## src/rtl/wb_arbiter_pkg.sv

```systemverilog
// Shared parameters for the write-back arbiter: default widths, arbitration mode encodings
// and the index-width helper (combinational, no state).
package wb_pkg;

  localparam int DATA_W_DEF     = 32;
  localparam int REG_ADDR_W_DEF = 4;

  localparam int PRIO_RR    = 0;
  localparam int PRIO_FIXED = 1;

  // A single source still needs one bit to carry its index.
  function automatic int idx_w(input int n);
    return (n <= 1) ? 1 : $clog2(n);
  endfunction

endpackage

```

## src/rtl/wb_arbiter_if.sv

```systemverilog
// Source-result and register-file write bundle; slave is the arbiter's view, master the surroundings'.
// Pure wiring: no latency, src_ready/rf_ready carry the backpressure.
interface wb_arbiter_if
  import wb_pkg::*;
#(
  parameter int N_SRC      = 3,
  parameter int DATA_W     = DATA_W_DEF,
  parameter int REG_ADDR_W = REG_ADDR_W_DEF
) ();
  localparam int SRC_IDX_W = idx_w(N_SRC);

  logic [N_SRC-1:0]            src_valid;
  logic [N_SRC-1:0]            src_ready;
  logic [N_SRC*REG_ADDR_W-1:0] src_dest;
  logic [N_SRC*DATA_W-1:0]     src_value;
  logic                        rf_ready;
  logic                        wb_wb_en;
  logic [REG_ADDR_W-1:0]       wb_dest;
  logic [DATA_W-1:0]           wb_value;
  logic [SRC_IDX_W-1:0]        wb_src;

  modport slave (
    input  src_valid, src_dest, src_value, rf_ready,
    output src_ready, wb_wb_en, wb_dest, wb_value, wb_src
  );

  modport master (
    output src_valid, src_dest, src_value, rf_ready,
    input  src_ready, wb_wb_en, wb_dest, wb_value, wb_src
  );

endinterface

```

## src/rtl/wb_arbiter_rr.sv

```systemverilog
// Combinational round-robin / fixed-priority arbiter: one-hot grant plus encoded index.
// Zero latency; no state, the caller owns the rotation pointer.
module rr_arbiter
  import wb_pkg::*;
#(
  parameter int N    = 3,
  parameter int MODE = PRIO_RR,
  localparam int IW  = idx_w(N)
) (
  input  logic [N-1:0]  req,
  input  logic [IW-1:0] ptr,
  output logic [N-1:0]  grant,
  output logic [IW-1:0] idx,
  output logic          any
);

  // Scan order starts at ptr and wraps; fixed priority always starts at 0.
  always_comb begin : p_scan
    int c;
    grant = '0;
    idx   = '0;
    any   = 1'b0;
    c     = 0;
    for (int k = 0; k < N; k++) begin
      c = (MODE == PRIO_FIXED) ? k : int'(ptr) + k;
      if (c >= N) c = c - N;
      if (!any && req[c]) begin
        grant[c] = 1'b1;
        idx      = IW'(c);
        any      = 1'b1;
      end
    end
  end

endmodule

```

## src/rtl/wb_arbiter.sv

```systemverilog
// Write-back stage: merges N_SRC result producers into one registered register-file write port.
// One-cycle latency; output holds while rf_ready is low and no source is accepted meanwhile.
module wb_arbiter
  import wb_pkg::*;
#(
  parameter int N_SRC         = 3,
  parameter int DATA_W        = DATA_W_DEF,
  parameter int REG_ADDR_W    = REG_ADDR_W_DEF,
  parameter int PRIORITY_MODE = PRIO_RR
) (
  input logic         clk,
  input logic         rst,
  wb_arbiter_if.slave bus
);
  localparam int IW = idx_w(N_SRC);

  logic [IW-1:0]    ptr;
  logic [N_SRC-1:0] grant;
  logic [IW-1:0]    gidx;
  logic             gany;
  logic             can_load;

  rr_arbiter #(
    .N    (N_SRC),
    .MODE (PRIORITY_MODE)
  ) u_arb (
    .req   (bus.src_valid),
    .ptr   (ptr),
    .grant (grant),
    .idx   (gidx),
    .any   (gany)
  );

  // The output slot is free when empty or retiring this cycle, so there is no bubble.
  assign can_load      = !bus.wb_wb_en || bus.rf_ready;
  assign bus.src_ready = (!rst && can_load) ? grant : '0;

  always_ff @(posedge clk) begin
    if (rst) begin
      bus.wb_wb_en <= 1'b0;
      bus.wb_dest  <= '0;
      bus.wb_value <= '0;
      bus.wb_src   <= '0;
      ptr          <= '0;
    end else if (can_load) begin
      if (gany) begin
        bus.wb_wb_en <= 1'b1;
        bus.wb_dest  <= bus.src_dest[int'(gidx)*REG_ADDR_W +: REG_ADDR_W];
        bus.wb_value <= bus.src_value[int'(gidx)*DATA_W +: DATA_W];
        bus.wb_src   <= gidx;
        if (PRIORITY_MODE == PRIO_RR)
          ptr <= (gidx == IW'(N_SRC - 1)) ? '0 : gidx + 1'b1;
      end else begin
        bus.wb_wb_en <= 1'b0;
      end
    end
  end

endmodule

```

## src/flat_wrapper.sv

```systemverilog
// flat-port wrapper written by rule: the top's interface ports become plain ports
module wb_arbiter_flat import wb_pkg::*;
#(
  parameter int N_SRC         = 3,
  parameter int DATA_W        = DATA_W_DEF,
  parameter int REG_ADDR_W    = REG_ADDR_W_DEF,
  parameter int PRIORITY_MODE = PRIO_RR
)
  (clk, rst, bus_src_valid, bus_src_dest, bus_src_value, bus_rf_ready, bus_src_ready, bus_wb_wb_en, bus_wb_dest, bus_wb_value, bus_wb_src);
  wb_arbiter_if #(.N_SRC(N_SRC), .DATA_W(DATA_W), .REG_ADDR_W(REG_ADDR_W)) bus_i ();
  input logic clk;
  input logic rst;
  input wire logic [$bits(bus_i.src_valid)-1:0] bus_src_valid;
  input wire logic [$bits(bus_i.src_dest)-1:0] bus_src_dest;
  input wire logic [$bits(bus_i.src_value)-1:0] bus_src_value;
  input wire logic [$bits(bus_i.rf_ready)-1:0] bus_rf_ready;
  output wire logic [$bits(bus_i.src_ready)-1:0] bus_src_ready;
  output wire logic [$bits(bus_i.wb_wb_en)-1:0] bus_wb_wb_en;
  output wire logic [$bits(bus_i.wb_dest)-1:0] bus_wb_dest;
  output wire logic [$bits(bus_i.wb_value)-1:0] bus_wb_value;
  output wire logic [$bits(bus_i.wb_src)-1:0] bus_wb_src;
  assign bus_i.src_valid = bus_src_valid;
  assign bus_i.src_dest = bus_src_dest;
  assign bus_i.src_value = bus_src_value;
  assign bus_i.rf_ready = bus_rf_ready;
  assign bus_src_ready = bus_i.src_ready;
  assign bus_wb_wb_en = bus_i.wb_wb_en;
  assign bus_wb_dest = bus_i.wb_dest;
  assign bus_wb_value = bus_i.wb_value;
  assign bus_wb_src = bus_i.wb_src;
  wb_arbiter #(.N_SRC(N_SRC), .DATA_W(DATA_W), .REG_ADDR_W(REG_ADDR_W), .PRIORITY_MODE(PRIORITY_MODE)) u_core (.clk(clk), .rst(rst), .bus(bus_i));
endmodule
```

## config.mk

```make
export PLATFORM = sky130hd
export DESIGN_NAME = wb_arbiter_flat
export DESIGN_NICKNAME = d
export VERILOG_FILES = /design/src/rtl/wb_arbiter_pkg.sv /design/src/rtl/wb_arbiter_if.sv /design/src/rtl/wb_arbiter_rr.sv /design/src/rtl/wb_arbiter.sv /design/src/flat_wrapper.sv
export SDC_FILE = /design/constraint.sdc
export NUM_CORES = 1
export LEC_CHECK = 0
export CORE_MARGIN = 2
export CORE_UTILIZATION = 45
export DETAILED_ROUTE_END_ITERATION = 8
export GPL_TIMING_DRIVEN = 0
export PLACE_DENSITY_LB_ADDON = 0.25
export SLEW_MARGIN = 0
export SYNTH_ARGS = -nofsm -noshare
export SYNTH_HDL_FRONTEND = slang
export SYNTH_SLANG_ARGS = --single-unit
```

## constraint.sdc

```tcl
create_clock -name clk -period 4.5 [get_ports clk]
set_input_delay 0.9 -clock clk [delete_from_list [all_inputs] [get_ports clk]]
set_output_delay 0.9 -clock clk [all_outputs]
set_load 0.005 [all_outputs]
```

# --- Word level (Yosys, flattened, before mapping) ---
# Index checks and enable logic that the tools add are counted.
word_totals:
  ff_bits: 41
  latchBits: 0
  mem_bits_rw: 0
  rom_bits: 0
  out_inout_bits: 42
  memories: 0
op_classes:
  add_sub_neg: 6
  multipliers: 0
  div_mod_pow: 0
  n_lt_le_gt_ge: 9
  n_eq_ne: 1
  n_shift: 2
  mux: 30
  n_bitwise: 2
  reduce_logical: 12
ops:
  columns: ["cell", "count"]
  rows:
  - ["$ge A32 B1 Y1 const B", 3]
  - ["$lt A32 B4 Y1 const B", 3]
  - ["$mux W32", 3]
  - ["$shiftx A96 B8 Y32", 1]
  - ["$mux W1", 13]
  - ["$mux W3", 4]
  - ["$shiftx A12 B5 Y4", 1]
  - ["$mux W2", 4]
  - ["$sub A3 B2 Y4 const B", 2]
  - ["$bmux W1 S2", 3]
  - ["$demux W1 S2", 3]
  - ["$ge A3 B2 Y1 const B", 2]
  - ["$logic_and A1 B1 Y1", 6]
  - ["$or A3 B3 Y3", 2]
  - ["$logic_not A1 Y1", 4]
  - ["$add A2 B1 Y3 const B", 1]
  - ["$add A2 B2 Y3 const B", 1]
  - ["$sub A2 B2 Y3 const B", 1]
  - ["$add A2 B1 Y2 const B", 1]
  - ["$eq A2 B2 Y1 const B", 1]
  - ["$ge A2 B2 Y1 const B", 1]
  - ["$reduce_and A2 Y1", 1]
  - ["$logic_or A1 B1 Y1", 1]

# --- Depth between registers and ports, before layout ---
logic_depth:
  depth_word: 14
  depth_mapped: 10
  mapped_depth_nobuf: 7

# --- Cells and area by module ---
# A second synthesis with hierarchy kept.
unflattened:
  cells_unflattened: 288
  hier_area_um2: 2720.1
by_module_without_submodules:
  columns: ["mod", "n_inst", "cells_per_inst", "area_each_um2", "seq_area_each_um2"]
  rows:
  - ["wb_arbiter", 1, 236, 2338.5, 820.8]
  - ["rr_arbiter", 1, 52, 381.6, 0.0]

# --- Worst setup path before layout ---
# Ideal clock, no wire load.
synth_path:
  kind: "input -> output"
  startpoint: "in bus_src_valid[0]"
  endpoint: "out bus_src_ready[1]"
  arrival_ps: 1854
  slack_ps: 1746
  stages: 6
  path_cell_list: "buf_2 mux2i_2 o21ai_1 clkbuf_1 nor2_1 a21oi_1"
synth_between:
  elab_chain_cells: 11
  word_cells_on_any_way: 21
  classes_between: "mux (15); bitwise (2); reduce/logical (4)"
synth_rtl:
  columns: ["element", "line", "source"]
  rows:
  - ["start: declaration", "flat_wrapper.sv:13", "input wire logic [$bits(bus_i.src_valid)-1:0] bus_src_valid;"]
  - ["$bmux W1 S2", "wb_arbiter_rr.sv:27", "if (!any && req[c]) begin"]
  - ["$mux W1 (not written as such) (2 in a row)", "wb_arbiter_rr.sv:27", null]
  - ["$mux W1", "wb_arbiter_rr.sv:27", null]
  - ["$logic_not A1 Y1", "wb_arbiter_rr.sv:27", null]
  - ["$logic_and A1 B1 Y1", "wb_arbiter_rr.sv:27", null]
  - ["$mux W1", "wb_arbiter_rr.sv:27", null]
  - ["$logic_not A1 Y1", "wb_arbiter_rr.sv:27", null]
  - ["$logic_and A1 B1 Y1", "wb_arbiter_rr.sv:27", null]
  - ["$mux W3 (*)", "wb_arbiter_rr.sv:27", null]
  - ["$mux W3 (*)", "wb_arbiter.sv:36", "assign bus.src_ready = (!rst && can_load) ? grant : '0;"]
  - ["end: declaration", "flat_wrapper.sv:17", "output wire logic [$bits(bus_i.src_ready)-1:0] bus_src_ready;"]
# Mark *: on every way between the ends. The rest lies on a longest branch, timed or not. The select of a mux whose other input is x is not followed.

# --- Final worst setup path ---
layout_path:
  startpoint: "in bus_src_valid[2]"
  endpoint: "out bus_src_ready[1]"
# The elaborated chain is that of the path after synthesis.

==> impl_metrics.csv <==
group,metric,value,unit
logic_synthesis,synth_cells,446,
clock_network,cts-resized-gates,0,
finish,layout-drive-gt1-share,0.0773,
sta,setup_violations,0,
logic_synthesis,synth_area_per_cell,7.48,um2
clock_network,hold_buffers,0,
worst_hold_path,hold_class,"reg -> reg",
global_routing,grt_pass1_wl,21100,um
place,io_buffers,154,
routing,wl,13000,um
critical_path,cp-start-kind,"input port",
sta,slew_headroom,0.580,
logic_synthesis,ys_seq_elements,41,
routing,remaining_drc_errors,0,
place,place_hpwl,9690,um
finish,regArea,821,um2
logic_synthesis,syn_area,0.00334,mm2
critical_path,arrival,3250,ps
floorplanning,num_rows,31,
logic_synthesis,syn_nets,564,
finish,instances_no_fill,707,
finish,insertedDiodeCount,0,
sta,holdWs,499,ps
power_and_ir_drop,p_leak,1.74,nW
routing,first_pass_iters,5,
routing,routedWlPerCell,18.4,um
global_routing,grt-ovfl-total,0,
floorplanning,die-area,0.00812,mm2
sta,rsz0062_at_grt,"false",
critical_path,cp_max_fo,10,
power_and_ir_drop,power.density,620,mW/mm2
critical_path,worstSetupPathType,"in -> out",
floorplanning,core-area,0.00721,mm2
sta,hold_viol_final,0,
clock_network,cts_tree,"yes",
global_routing,grt_usage,0.308,
sta,fmax,0.241,GHz
routing,vias,4495,
global_routing,grt_max_degree,14,
logic_synthesis,ys.flop_type,"dfxtp_1",
floorplanning,dieHeight,90.1,um
sta,setup_tns,0,ps
place,pre_cts_slack,367,ps
sta,skew,8.85,ps
power_and_ir_drop,vdd_ir_drop_max,285,uV
global_routing,antenna_found_initial,0,
global_routing,met3_usage,0.0553,
sta,finalCritPeriodShare,0.922,
floorplanning,start_util,0.463,
clock_network,cts_root_buf,"clkbuf_8",
sta,period_needed,4150,ps
logic_synthesis,synth_enable_flop_cells,0,
job,cap_violations,0,
clock_network,clock-sinks,41,
critical_path,critPathCaptureType,"output pin",
clock_network,clockBufferDepth,2,
finish,synthToLayoutAreaGrowth,53.1,%
floorplanning,die_x,90.1,um
routing,detail_route.vias_per_cell,6.36,
logic_synthesis,synthTopCellsByArea,"dfxtp_1 25%, o221ai_1 9.4%, o32ai_1 9.2%, a311oi_1 7.9%, a21oi_1 6.3%",
critical_path,critPathRequiredTime,3600,ps
clock_network,htree_levels,2,
global_routing,top_usage_layer,"met2",
routing,drtIter0Drc,258,
logic_synthesis,synthDistinctLibCells,53,
finish,nFillCells,599,
floorplanning,ioPinCount,156,
place,routabilityCongestion,0.914,
clock_network,clkTransAtPathRegs,90,ps
clock_network,clk-insertion-delay-late,310,ps
logic_synthesis,synth_area_leader_cell,"dfxtp_1",
status,status,"finished, final reports clean",
clock_network,postCtsSetupRepairBufs,0,
logic_synthesis,async_flop_share,0,
sta,maxSlewViolCount,0,
logic_synthesis,synth_top_area_share,0.246,
logic_synthesis,yosys_warnings,0,
sta,worstMarginPinSlew,630,ps
finish,nNetsFinal,725,
global_routing,first_global_vias,4378,
finish,final_common_cell,"clkdlybuf4s50_1",
finish,multi_input_area,0.00220,mm2
routing,ant_nets,0,
global_routing,use_met1,0.383,
place,placed_cells,699,
sta,setup_ws,353,ps
finish,layout_common_cells,"154 x clkdlybuf4s50_1, 44 x nand2_1, 42 x nor2_1, 42 x a21oi_1, 41 x dfxtp_1",
clock_network,numCtsBuffers,5,
global_routing,met2_usage,0.537,
logic_synthesis,seq_area_frac_synth,0.246,
stage by stage:
step	total power, mW	instance area (um2)	utilization
floorplan	2.01	3340	-
finish	3.17	5110	0.708
global placement	2.80	5000	0.693
detailed placement	2.85	5000	0.693
global route	3.38	5110	0.708
CTS	3.14	5110	0.708
flip-flops by register name, indices dropped and copies added, names as in the netlist:
register,flops
u_core.bus.wb_wb_en,1
u_core.bus.wb_value,32
u_core.bus.wb_src,2
u_core.ptr,2
u_core.bus.wb_dest,4
final timing paths:
check / to / depth (start not counted) / slack [ps] / from
worst max-delay path: bus_src_ready[1] / 8 / 350 / bus_src_valid[2]
worst min-delay path: u_core.bus.wb_value[29] / 2 / 500 / u_core.bus.wb_value[29]
worst max register to register: u_core.bus.wb_value[24] / 9 / 1630 / u_core.ptr[1]
worst min register to register: u_core.bus.wb_value[29] / 2 / 500 / u_core.bus.wb_value[29]
logic make-up after synthesis:
family / count (synthesis) / share of synthesized area
compound gates: 179 / 0.422
fa+ha+maj: 4 / 0.0150
buf+inv: 69 / 0.0949
flops: 41 / 0.246
mux: 6 / 0.0214
simple gates: 147 / 0.201
cell usage after synthesis, types with 3 or more instances:
master	n
a21oi_1	42
a311oi_1	30
a311oi_2	6
and2_1	3
buf_2	16
buf_4	8
clkbuf_1	34
dfxtp_1	41
ha_1	4
inv_1	8
nand2_1	44
nand2b_1	5
nor2_1	42
nor2b_1	5
nor3_1	38
o21ai_0	8
o221ai_1	36
o32ai_1	35
power by group:
group | switching (mW) | internal, mW
Combinational | 1.21 | 1.04
Sequential | 0.0895 | 0.535
Clock | 0.150 | 0.142
per-layer routing:
layer  routed length (um)  part of all wire
met5                    0                 0
met4                  267             0.021
met3                 1030             0.079
met2                 6420              0.49
met1                 5260              0.41
layout make-up:
type,count,share of cell area
tap,99,0.0243
clock inverter,1,0.00171
timing repair buffer,154,0.302
multi-input combinational,336,0.431
sequential,41,0.161
clock buffer,7,0.0189
buffer,61,0.0561
inverter,8,0.00588
critical path, cell delays in order:
cell             delay, ps
clkdlybuf4s50_1        540
buf_4                  200
nand3b_1               220
o21ai_1                200
clkbuf_1               370
nor2_1                 100
a21oi_1                190
clkdlybuf4s50_1        520
Note: power is estimated with default switching activity, not from simulation.
